$ cat src/rtl/seq_pattern_tx_if.sv
// Handshake/data bundle for seq_pattern_tx: request side (start/pattern/repeat_n)
// and the serial output side (PO/valid/busy/done).
interface seq_pattern_tx_if #(
  parameter int WIDTH = 4,
  parameter int CNT_W = 4
);
  logic             start;
  logic [WIDTH-1:0] pattern;
  logic [CNT_W-1:0] repeat_n;
  logic             PO;
  logic             valid;
  logic             busy;
  logic             done;

  modport master (
    output start, pattern, repeat_n,
    input  PO, valid, busy, done
  );

  modport slave (
    input  start, pattern, repeat_n,
    output PO, valid, busy, done
  );
endinterface

$ cat src/rtl/seq_pattern_tx.sv
// Serial pattern transmitter: shifts a latched WIDTH-bit pattern out MSB-first, repeat_n+1 times,
// then pulses done. Define SEQ_TX_GAP_EN to insert a one-cycle gap between consecutive frames.
module seq_pattern_tx #(
  parameter int WIDTH = 4,
  parameter int CNT_W = 4
) (
  input  logic             clk,
  input  logic             reset,
  seq_pattern_tx_if.slave  bus
);

  localparam int             BW      = $clog2(WIDTH);
  localparam logic [BW-1:0]  BIT_MAX = BW'(WIDTH - 1);

`ifdef SEQ_TX_GAP_EN
  typedef enum logic [1:0] {IDLE, SHIFT, GAP, DONE} state_t;
`else
  typedef enum logic [1:0] {IDLE, SHIFT, DONE} state_t;
`endif

  state_t           state;
  // Bits still to send in the current frame after the one on PO.
  logic [WIDTH-2:0] shreg;
  logic [WIDTH-1:0] pat_lat;
  logic [BW-1:0]    bitcnt;
  logic [CNT_W-1:0] frmcnt;

  always_ff @(posedge clk or negedge reset) begin
    if (!reset) begin
      state     <= IDLE;
      shreg     <= '0;
      pat_lat   <= '0;
      bitcnt    <= '0;
      frmcnt    <= '0;
      bus.PO    <= 1'b0;
      bus.valid <= 1'b0;
      bus.busy  <= 1'b0;
      bus.done  <= 1'b0;
    end else begin
      bus.done <= 1'b0;
      unique case (state)
        IDLE: begin
          if (bus.start) begin
            state     <= SHIFT;
            pat_lat   <= bus.pattern;
            shreg     <= bus.pattern[WIDTH-2:0];
            frmcnt    <= bus.repeat_n;
            bitcnt    <= BIT_MAX;
            bus.PO    <= bus.pattern[WIDTH-1];
            bus.valid <= 1'b1;
            bus.busy  <= 1'b1;
          end
        end
        SHIFT: begin
          if (bitcnt != '0) begin
            bitcnt <= bitcnt - BW'(1);
            shreg  <= shreg << 1;
            bus.PO <= shreg[WIDTH-2];
          end else if (frmcnt != '0) begin
`ifdef SEQ_TX_GAP_EN
            state     <= GAP;
            bus.PO    <= 1'b0;
            bus.valid <= 1'b0;
`else
            // Back-to-back frame: reload straight from the latched copy.
            frmcnt <= frmcnt - CNT_W'(1);
            bitcnt <= BIT_MAX;
            shreg  <= pat_lat[WIDTH-2:0];
            bus.PO <= pat_lat[WIDTH-1];
`endif
          end else begin
            state     <= DONE;
            bus.PO    <= 1'b0;
            bus.valid <= 1'b0;
            bus.busy  <= 1'b0;
            bus.done  <= 1'b1;
          end
        end
`ifdef SEQ_TX_GAP_EN
        GAP: begin
          state     <= SHIFT;
          frmcnt    <= frmcnt - CNT_W'(1);
          bitcnt    <= BIT_MAX;
          shreg     <= pat_lat[WIDTH-2:0];
          bus.PO    <= pat_lat[WIDTH-1];
          bus.valid <= 1'b1;
        end
`endif
        DONE: begin
          state <= IDLE;
        end
        default: begin
          state     <= IDLE;
          bus.PO    <= 1'b0;
          bus.valid <= 1'b0;
          bus.busy  <= 1'b0;
        end
      endcase
    end
  end

endmodule

$ cat src/flat_wrapper.sv
// flat-port wrapper written by rule: the top's interface ports become plain ports
module seq_pattern_tx_flat 
#(
  parameter int WIDTH = 4,
  parameter int CNT_W = 4
)
  (clk, reset, bus_start, bus_pattern, bus_repeat_n, bus_PO, bus_valid, bus_busy, bus_done);
  seq_pattern_tx_if #(.WIDTH(WIDTH), .CNT_W(CNT_W)) bus_i ();
  input  logic clk;
  input  logic reset;
  input wire logic [$bits(bus_i.start)-1:0] bus_start;
  input wire logic [$bits(bus_i.pattern)-1:0] bus_pattern;
  input wire logic [$bits(bus_i.repeat_n)-1:0] bus_repeat_n;
  output wire logic [$bits(bus_i.PO)-1:0] bus_PO;
  output wire logic [$bits(bus_i.valid)-1:0] bus_valid;
  output wire logic [$bits(bus_i.busy)-1:0] bus_busy;
  output wire logic [$bits(bus_i.done)-1:0] bus_done;
  assign bus_i.start = bus_start;
  assign bus_i.pattern = bus_pattern;
  assign bus_i.repeat_n = bus_repeat_n;
  assign bus_PO = bus_i.PO;
  assign bus_valid = bus_i.valid;
  assign bus_busy = bus_i.busy;
  assign bus_done = bus_i.done;
  seq_pattern_tx #(.WIDTH(WIDTH), .CNT_W(CNT_W)) u_core (.clk(clk), .reset(reset), .bus(bus_i));
endmodule
$ cat config.mk
export PLATFORM = sky130hd
export DESIGN_NAME = seq_pattern_tx_flat
export DESIGN_NICKNAME = d
export VERILOG_FILES = /design/src/rtl/seq_pattern_tx_if.sv /design/src/rtl/seq_pattern_tx.sv /design/src/flat_wrapper.sv
export SDC_FILE = /design/constraint.sdc
export NUM_CORES = 1
export LEC_CHECK = 0
export ABC_AREA = 1
export BUFFER_PORTS_ARGS = -buffer_cell sky130_fd_sc_hd__buf_2
export CORE_MARGIN = 10
export CORE_UTILIZATION = 58
export CTS_CLUSTER_SIZE = 16
export DETAILED_ROUTE_END_ITERATION = 16
export PLACE_DENSITY = 0.93
export SLEW_MARGIN = 20
export SYNTH_ARGS = -nofsm -noshare
export SYNTH_HDL_FRONTEND = slang
export SYNTH_SLANG_ARGS = --single-unit
$ cat constraint.sdc
create_clock -name clk -period 2.3 [get_ports clk]
set_clock_uncertainty 0.05 [all_clocks]
set_input_delay 0.46 -clock clk [delete_from_list [all_inputs] [get_ports clk]]
set_output_delay 0.46 -clock clk [all_outputs]
set_load 0.03 [all_outputs]
# Word-level counts from Yosys, hierarchy flattened
# Cells that the tools add are included.
dict set report classes {
  n_eq_ne 7
  n_lt_le_gt_ge 0
  n_bitwise 1
  n_mux 27
  mul 0
  n_reduce_logical 10
  div_mod_pow 0
  n_shift 0
  add_sub_neg 2
}
# operator n
set op_table {}
lappend op_table {{$mux 2} 6}
lappend op_table {{$mux 4} 3}
lappend op_table {{$mux 1} 9}
lappend op_table {{$mux 3} 3}
lappend op_table {{$pmux 2 s2} 2}
lappend op_table {{$pmux 4 s2} 1}
lappend op_table {{$reduce_and 4->1} 2}
lappend op_table {{$ne 2x2->1 const B} 3}
lappend op_table {{$pmux 1 s3} 2}
lappend op_table {{$pmux 3 s2} 1}
lappend op_table {{$reduce_and 3->1} 2}
lappend op_table {{$reduce_and 2->1} 2}
lappend op_table {{$reduce_bool 2->1} 2}
lappend op_table {{$reduce_bool 4->1} 1}
lappend op_table {{$sub 4x1->4 const B} 1}
lappend op_table {{$ne 3x1->1 const B} 1}
lappend op_table {{$eq 2x1->1 const B} 1}
lappend op_table {{$eq 2x2->1 const B} 1}
lappend op_table {{$logic_not 2->1} 1}
lappend op_table {{$ne 2x1->1 const B} 1}
lappend op_table {{$sub 2x1->2 const B} 1}
lappend op_table {{$not 1->1} 1}
dict set report totals {
  mem_count 0
  mem_bits_rw 0
  mem_bits_ro 0
  inputBits 11
  elab_cells 55
  output_inout_bits 4
  register_bits 18
  latch_bits 0
}

# Logic depth before layout (Yosys ltp)
# Gate-level depths: netlist of the first run.
dict set report logic_depth {
  ltp_word 4
  mapped_depth 8
  mapped_depth_nobuf 8
}

# Worst setup path after synthesis of the first run
# Ideal clock, no wire load.
dict set report synth_timing {
  path_kind {register to register}
  from {register u_core.frmcnt[0]}
  to {register u_core.shreg[1]}
  setup_time_ns 0.119
  n_path_buf 0
  stages_incl_launch_ff 8
  arrival_time_ns 1.161
  setup_slack_ns 0.970
  required_time_ns 2.131
  synth_period_minus_slack_ns 1.330
  cell_sequence {dfrtp_1 inv_1 ha_1 nand3_2 nand2_1 nand3_4 o21ai_1 nand2_1}
}
dict set report synth_via {
  elab_chain_len 3
}
# item line_no
set synth_lines {}
lappend synth_lines {{start: declaration} seq_pattern_tx.sv:26} ;# logic [CNT_W-1:0] frmcnt;
lappend synth_lines {{start signal: assignment} seq_pattern_tx.sv:47} ;# frmcnt <= bus.repeat_n;
lappend synth_lines {{start signal: assignment} seq_pattern_tx.sv:66} ;# frmcnt <= frmcnt - CNT_W'(1);
lappend synth_lines {{$reduce_bool 4->1} seq_pattern_tx.sv:59} ;# end else if (frmcnt != '0) begin
lappend synth_lines {{$ne 3x1->1 (no line)} --}
lappend synth_lines {{$reduce_and 3->1 (no line)} --}
lappend synth_lines {{end signal: assignment} seq_pattern_tx.sv:46} ;# shreg <= bus.pattern[WIDTH-2:0];
lappend synth_lines {{end signal: assignment} seq_pattern_tx.sv:57} ;# shreg <= shreg << 1;
lappend synth_lines {{end signal: assignment} seq_pattern_tx.sv:68} ;# shreg <= pat_lat[WIDTH-2:0];
lappend synth_lines {{end: declaration} seq_pattern_tx.sv:23} ;# logic [WIDTH-2:0] shreg;
# No other way between the ends.
# A chain may end at the register's enable or synchronous reset.

# Final worst setup path of the first run
# Ends and elaborated chain as after synthesis.

==> results.yml, run 1 <==
die:
  dieArea_mm2: 0.00368
  coreArea_mm2: 0.00154
  start_util_pct: 62.1
  rows: 14
  die_width_um: 60.6
  die_height_um: 60.6
  ios: 15
grt:
  grt_pass1_wl_mm: 3.37
  grt-ovfl-total: 0
  grt_pass1_vias: 832
  grt_max_degree: 19
  antenna_found_initial: 0
  grtUsageTotal_pct: 11.6
synth:
  synth_fa_ha_area_share_pct: 2.61
  synth_compound_gate_area_share_pct: 7.71
  synth-xor-area-share_pct: 0
  synthCells: 125
  synthDistinctLibCells: 21
  ys_seq_elements: 18
  synthMuxAreaShare_pct: 0
  yosys.area_share.simple_pct: 33.6
  seq_area_frac_synth_pct: 47.1
  syn_nets: 138
  syn_avg_cell_area_um2: 7.66
  ys_warn_count: 0
  synth_top_family_by_area: "simple AND/OR/NAND/NOR gates"
  synth_area_um2: 957
cts:
  cts_buffers: 3
  post-cts-setup-buffer-count: 0
  cts_tree: "yes"
  clkLatencyLatePin_ns: 0.31
  cts_buffer_depth: 2
  path_clk_slew_ns: 0.11
  cts_num_sinks: 18
  clockRootBuffer: "clkbuf_4"
  cts-resized-gates: 0
  holdBufCountCts: 0
  cts_max_level: 1
final_layout:
  n_antenna_cell: 0
  fin_nets: 155
  final_cell_mix: "50 x nand2_1, 18 x dfrtp_1, 14 x inv_1, 14 x buf_2"
  fin_area_mm2: 0.00106
  nFillCells: 135
  layout_commonest_cell: "nand2_1"
  area_delta_synth_final_pct: 11.2
  drive_above_1_share_pct: 20.6
route:
  vias: 823
  ant_nets: 0
  drt_iter0_drc: 24
  via_per_inst: 5.24
  wl_per_cell_um: 12.7
  dr.pass1.iters: 4
  drt-total-wl_mm: 2.00
  drc_errors: 0
critical_path:
  start_kind: "flop"
  worst_ep_arrival_time_ns: 1.69
  timing.rr.end: "u_core.shreg[1]"
  r2r_start: "u_core.frmcnt[0]"
  startpoint: "u_core.frmcnt[0]"
  path_max_fanout: 8
  end_kind: "flop"
  crit_required_ns: 2.45
  ff2ff_setup_slack_ns: 0.76
  cp-endpoint: "u_core.shreg[1]"
  reg2reg_depth: 7
  path_class: "reg -> reg"
placement:
  dp_hpwl_mm: 1.50
  io_buffers: 14
  placed_area_mm2: 0.00103
  gp_congestion: 0.875
sta:
  post-route-min-period_ns: 1.54
  hold_violations: 0
  clock.fmax_mhz: 650
  setup_tns_ns: 0
  finalSetupViolations: 0
  max_slew_margin_pct: 73.2
  rsz0062_at_grt: "no"
  tightest_slew_ns: 0.402
  slew_viol_final: 0
  fin_crit_sh_pct: 66.8
pwr:
  peakVddDrop_mv: 0.547
  cellLeakagePower_nw: 0.608
  p_per_area_mw_per_mm2: 726
status:
  status: "completed"
min_path:
  hold_class: "in -> async"
flow_run:
  max-cap-violations: 0
[logic make-up (layout without fill, tap and decap cells)]
group / after synthesis / after routing
buffers and inverters: 19 / 35
AOI/OAI and AO/OA: 14 / 14
adders and majority gates: 2 / 2
DFF: 18 / 18
and+or+nand+nor: 72 / 72
[synth_stat cells (all sizes together)]
master | number | share of area, %
buf | 3 | 2.7
nand3 | 7 | 5.5
a21oi | 5 | 3.0
nand2 | 53 | 22
inv | 16 | 6.3
nand4 | 2 | 1.3
ha | 2 | 2.6
nor3 | 2 | 1.0
o21ai | 9 | 4.7
dfrtp | 18 | 47
or2 | 1 | 0.65
nor2 | 7 | 3.0
[per-stage QoR]
stage               hold WS, ns  total power, W  util [%]  cells  worst slack, ns
detailed placement        0.365        0.000575      66.7    153            0.770
global placement          0.354        0.000564      66.7    153            0.805
floorplan                 0.114        0.000525         -    125            0.970
CTS                      0.0330        0.000773      69.1    157            0.783
finish                  0.00928        0.000773      69.1    157            0.763
global route             0.0337        0.000814      69.1    157            0.643
[metal layers]
| metal | track usage (%) | vias to the layer above | routed length, um |
|---|---|---|---|
| li1 | - | 426 | - |
| met1 | 13.4 | 375 | 866 |
| met2 | 19.5 | 18 | 999 |
| met3 | 2.51 | 4 | 102 |
| met4 | 5.96 | 0 | 27 |
| met5 | 0 | - | 0 |
[power breakdown]
part           switching (W)  internal, W  leakage (nW)
combinational       0.000135    0.0000692         0.362
sequential         0.0000186     0.000347         0.225
clock               0.000107    0.0000967        0.0210
[cell type report]
class	count	area [um^2]	share of cell area (%)
clock buffer	4	36.3	3.41
inverter	16	60.1	5.64
multi-input combinational	88	420	39.5
sequential	18	450	42.3
tap	16	20.0	1.88
timing repair buffer	15	77.6	7.29
[state kept, by name (all words and copies together), names as in the netlist]
signal,count
u_core.frmcnt,4
u_core.bus.busy,1
u_core.bus.done,1
u_core.shreg,3
u_core.state,2
u_core.bus.PO,1
u_core.pat_lat,4
u_core.bitcnt,2
[worst max-delay path: stages (launching register included)]
cell     delay (ns)
dfrtp_1        0.41
inv_1          0.10
ha_1           0.21
nand3_2        0.13
nand2_1        0.19
nand3_4        0.14
o21ai_1        0.13
nand2_1        0.07
[worst min-delay path by stage]
stage                             endpoint  slack [ns]  depth (start not counted)
after global placement    u_core.frmcnt[3]        0.35                          1
after global routing      u_core.frmcnt[3]        0.03                          1
after detailed placement  u_core.frmcnt[3]        0.36                          1
after CTS                 u_core.frmcnt[3]        0.03                          1
final                     u_core.frmcnt[3]       0.009                          1
after floorplan           u_core.bitcnt[0]        0.11                          0
No activity file was read; power rests on OpenSTA's default activity.
==> run 2: changes to the inputs <==
Settings changed: CORE_UTILIZATION 58 to 49, PLACE_DENSITY 0.93 to 0.85.
Clock period 2.3 ns to 1.3 ns, I/O delays scaled along.
==> results.yml, run 2 (same netlist as run 1, synthesis figures left out) <==
final_layout:
  reg_top3: "u_core.frmcnt (4), u_core.pat_lat (4), u_core.shreg (3)"
  drive_above_1_share_pct: 34.6
  layout_commonest_cell: "nand2_1"
  fin_area_mm2: 0.00124
  n_antenna_cell: 0
  final_cell_mix: "48 x nand2_1, 18 x dfrtp_1, 14 x buf_2"
  area_delta_synth_final_pct: 30.1
  fin_nets: 167
die:
  die_height_um: 64.2
  rows: 15
  ios: 15
  die_width_um: 64.2
  start_util_pct: 53.7
  dieArea_mm2: 0.00412
  coreArea_mm2: 0.00178
pwr:
  cellLeakagePower_nw: 0.675
  peakVddDrop_mv: 0.704
  p_per_area_mw_per_mm2: 1190
critical_path:
  cp_common_cell: "nand2_1"
  timing.rr.end: "u_core.frmcnt[1]"
  crit_required_ns: 1.49
  startpoint: "u_core.frmcnt[0]"
  cp_slowest_cell: "dfrtp_1"
  worstPathCellList: "inv_2 -> ha_4 -> nand3_4 -> nand2_4 -> nand2_1 -> nand2_2 -> nand2_1 -> nand2_1"
  reg2reg_depth: 8
  worst_ep_arrival_time_ns: 1.47
  end_kind: "flop"
  path_class: "reg -> reg"
  cp-endpoint: "u_core.frmcnt[1]"
  r2r_start: "u_core.frmcnt[0]"
  start_kind: "flop"
  ff2ff_setup_slack_ns: 0.02
  path_max_fanout: 5
  path_depth: 8
  cpLargestDelayFamily: "simple AND/OR/NAND/NOR gates"
  cp_num_buf_inv: 1
  max_stage_delay_ns: 0.40
flow_run:
  max-cap-violations: 0
sta:
  finalSetupViolations: 0
  setup_tns_ns: 0
  max_slew_margin_pct: 72.8
  tightest_slew_ns: 0.408
  hold_violations: 0
  clock.fmax_mhz: 783
  fin_crit_sh_pct: 98.3
  post-route-min-period_ns: 1.28
  slew_viol_final: 0
  rsz0062_at_grt: "yes"
cts:
  cts_buffer_depth: 2
  path_clk_slew_ns: 0.10
  cts_max_level: 1
  clockRootBuffer: "clkbuf_4"
  cts_buffers: 3
  clkLatencyLatePin_ns: 0.30
  cts_num_sinks: 18
  cts_tree: "yes"
grt:
  grt_pass1_wl_mm: 3.82
  grt-ovfl-total: 0
  grt_pass1_vias: 936
  grtUsageTotal_pct: 11.3
  grt_max_degree: 19
  antenna_found_initial: 0
status:
  status: "completed"
route:
  drc_errors: 0
  via_per_inst: 4.95
  drt_iter0_drc: 21
  ant_nets: 0
  dr.pass1.iters: 4
  vias: 881
  wl_per_cell_um: 12.5
  drt-total-wl_mm: 2.23
placement:
  placed_area_mm2: 0.00112
  dp_hpwl_mm: 1.62
  io_buffers: 14
  gp_congestion: 0.858
min_path:
  hold_class: "in -> reg"
-- run 2: cell count changes in the layout (fill, tap and decap cells not counted), moves of 2 or more --
cell     previous run  this run
nor2_1              6         4
nand2_1            50        48
ha_4                0         2
ha_1                2         0
inv_1              14         9
buf_4               1        11
inv_2               2         7
nand2_4             1         3
-- run 2: how the worst min path moves through the flow --
stage                   start           endpoint  slack (ns)  cells past startpoint
6_report       bus_pattern[2]  u_core.pat_lat[2]        0.12                      3
3_5_place_dp            reset   u_core.frmcnt[1]        0.16                      1
4_1_cts        bus_pattern[2]  u_core.pat_lat[2]        0.11                      3
2_1_floorplan           reset   u_core.bitcnt[0]       -0.09                      0
3_3_place_gp            reset   u_core.frmcnt[1]        0.16                      1
5_1_grt        bus_pattern[3]  u_core.pat_lat[3]        0.13                      3
-- run 2: worst min-delay path, stage by stage --
cell	delay, ns
buf_2	0.09
nand2_1	0.05
nand2_1	0.05
-- run 2: per-stage QoR --
stage          hold WS, ns  total power (W)  util, %  instances  setup slack, ns
6_report             0.120          0.00148     69.8        178           0.0227
5_1_grt              0.127          0.00159     69.8        178          -0.0427
4_1_cts              0.113          0.00144     66.8        177         0.000337
3_5_place_dp         0.162          0.00107     62.7        172          -0.0421
3_3_place_gp         0.159          0.00105     62.7        172          0.00817
2_1_floorplan      -0.0856         0.000931        -        125           0.0262
-- run 2: cell type report --
cell class | count | area, um^2
sequential | 18 | 450
clock buffer | 4 | 36.3
tap | 25 | 31.3
fill | 152 | 538
multi-input combinational | 88 | 493
inverter | 16 | 60.1
timing repair buffer | 27 | 174
-- run 2: routing by layer --
layer / GRT usage [%] / share of wire (%)
met1: 11.2 / 40
met2: 20.0 / 52
met3: 5.57 / 6.2
met4: 4.28 / 1.9
met5: 0 / 0
-- run 2: what timing repair did --
action | CTS | global route
resized for setup | 7 | 14
setup endpoints to repair | 10 | 12
hold endpoints to repair | 18 | 0
hold buffers | 1 | 0
pin swaps | 1 | 3
buffers inserted | 0 | 1
-- run 2: power breakdown --
group | switching, W | internal (W)
Combinational | 0.000284 | 0.000199
Clock | 0.000176 | 0.000171
Sequential | 0.0000342 | 0.000614
Total | 0.000494 | 0.000984
==> run 3: changes to the inputs <==
Settings changed: CORE_UTILIZATION 49 to 54, GPL_ROUTABILITY_DRIVEN from default to 1, PLACE_DENSITY 0.85 to 0.89.
Clock period 1.3 ns to 1.45 ns, I/O delays scaled along.
==> results.yml, run 3 (same netlist as run 1, synthesis figures left out) <==
route:
  drc_errors: 0
  drt_iter0_drc: 13
  ant_nets: 0
  vias: 834
  dr.pass1.iters: 4
  via_per_inst: 4.85
  drt-total-wl_mm: 2.05
  wl_per_cell_um: 11.9
cts:
  cts_tree: "yes"
  cts_buffers: 3
  clockRootBuffer: "clkbuf_4"
  clkLatencyLatePin_ns: 0.29
  path_clk_slew_ns: 0.09
  cts_num_sinks: 18
  cts_max_level: 1
  cts_buffer_depth: 2
final_layout:
  nFillCells: 146
  layout_commonest_cell: "nand2_1"
  area_delta_synth_final_pct: 18.0
  drive_above_1_share_pct: 26.5
  fin_nets: 162
  fin_cells: 172
  final_cell_mix: "49 x nand2_1, 18 x dfrtp_1, 14 x buf_2"
  finish.utilization_pct: 66.2
  fin_area_mm2: 0.00113
  n_antenna_cell: 0
  reg_top3: "u_core.frmcnt (4), u_core.pat_lat (4), u_core.shreg (3)"
grt:
  met2_usage_pct: 17.9
  grt_max_degree: 19
  grtUsageMet3_pct: 2.15
  grt_pass1_vias: 832
  grt_pass1_wl_mm: 3.48
  antenna_found_initial: 0
  grt-ovfl-total: 0
  grtUsageTotal_pct: 10.7
  top_usage_layer: "met2"
  grt_util_met1_pct: 12.2
die:
  die_height_um: 62.1
  ios: 15
  start_util_pct: 56.0
  rows: 15
  coreArea_mm2: 0.00171
  dieArea_mm2: 0.00386
  die_width_um: 62.1
sta:
  finalSetupViolations: 0
  hold_violations: 0
  max_slew_margin_pct: 73.2
  setup_tns_ns: 0
  clock.fmax_mhz: 752
  tightest_slew_ns: 0.401
  fin_crit_sh_pct: 91.7
  post-route-min-period_ns: 1.33
  rsz0062_at_grt: "no"
  slew_viol_final: 0
  setup_ws_ns: 0.120
critical_path:
  crit_required_ns: 1.64
  reg2reg_depth: 7
  end_kind: "flop"
  ff2ff_setup_slack_ns: 0.12
  path_class: "reg -> reg"
  start_kind: "flop"
  worst_ep_arrival_time_ns: 1.52
  cp-endpoint: "u_core.shreg[0]"
  timing.rr.end: "u_core.shreg[0]"
  startpoint: "u_core.state[0]"
  r2r_start: "u_core.state[0]"
  path_max_fanout: 6
placement:
  dp_hpwl_mm: 1.59
  gp_congestion: 0.840
  placed_area_mm2: 0.00108
  dp.cells: 168
  io_buffers: 14
  place_ws_ns: 0.0208
pwr:
  peakVddDrop_mv: 0.813
  cellLeakagePower_nw: 0.631
  p_per_area_mw_per_mm2: 1050
status:
  status: "completed"
min_path:
  hold_class: "in -> reg"
flow_run:
  max-cap-violations: 0
==> run 3: routing by layer <==
metal,up-vias,share of wire (%)
met1,383,46
met3,5,3.4
met4,0,2.2
met2,14,48
met5,-,0
li1,432,-
==> run 3: repair_timing <==
item                                    in CTS  in global routing
endpoints found under the hold margin       18                  0
endpoints found under the setup margin       0                 10
hold buffers                                 1                  0
gates resized for setup                      0                  6
setup buffers                                0                  0
==> run 3: critical path, cell delays in order, from the launching register on <==
cell	delay [ns]
dfrtp_1	0.43
inv_2	0.06
nor2_2	0.27
buf_4	0.21
nand3_1	0.06
o21ai_0	0.07
nand2_1	0.07
nand2_1	0.06
==> run 3: how the worst min path moves through the flow <==
| stage | from | endpoint | slack, ns | cells past startpoint |
|---|---|---|---|---|
| 2_1_floorplan | reset | u_core.bitcnt[0] | -0.06 | 0 |
| 3_3_place_gp | reset | u_core.frmcnt[1] | 0.18 | 1 |
| 3_5_place_dp | reset | u_core.frmcnt[1] | 0.19 | 1 |
| 4_1_cts | bus_pattern[3] | u_core.pat_lat[3] | 0.16 | 3 |
| 5_1_grt | bus_pattern[3] | u_core.pat_lat[3] | 0.17 | 3 |
| 6_report | bus_pattern[3] | u_core.pat_lat[3] | 0.16 | 3 |
==> run 3: area by class of cell <==
class / count / area, um^2 / area share, %
flip-flops and latches: 18 / 450 / 39.9
multi-input cells: 88 / 433 / 38.3
repair buffers: 22 / 133 / 11.7
inverters: 16 / 60.1 / 5.32
well taps: 25 / 31.3 / 2.77
clock buffers: 3 / 22.5 / 1.99
==> run 3: stage by stage <==
| stage | total power (W) | hold slack, ns |
|---|---|---|
| after CTS | 0.00118 | 0.155 |
| after global routing | 0.00127 | 0.166 |
| after floorplan | 0.000833 | -0.0556 |
| final | 0.00119 | 0.157 |
| after detailed placement | 0.000936 | 0.192 |
| after global placement | 0.000918 | 0.183 |
==> run 3: report_power, final <==
group / switching [W] / internal [W] / leakage (nW) / total (W)
sequential: 0.0000291 / 0.000551 / 0.225 / 0.000580
combinational: 0.000223 / 0.000137 / 0.393 / 0.000361
clock: 0.000150 / 0.0000969 / 0.0138 / 0.000247
total: 0.000403 / 0.000785 / 0.631 / 0.00119
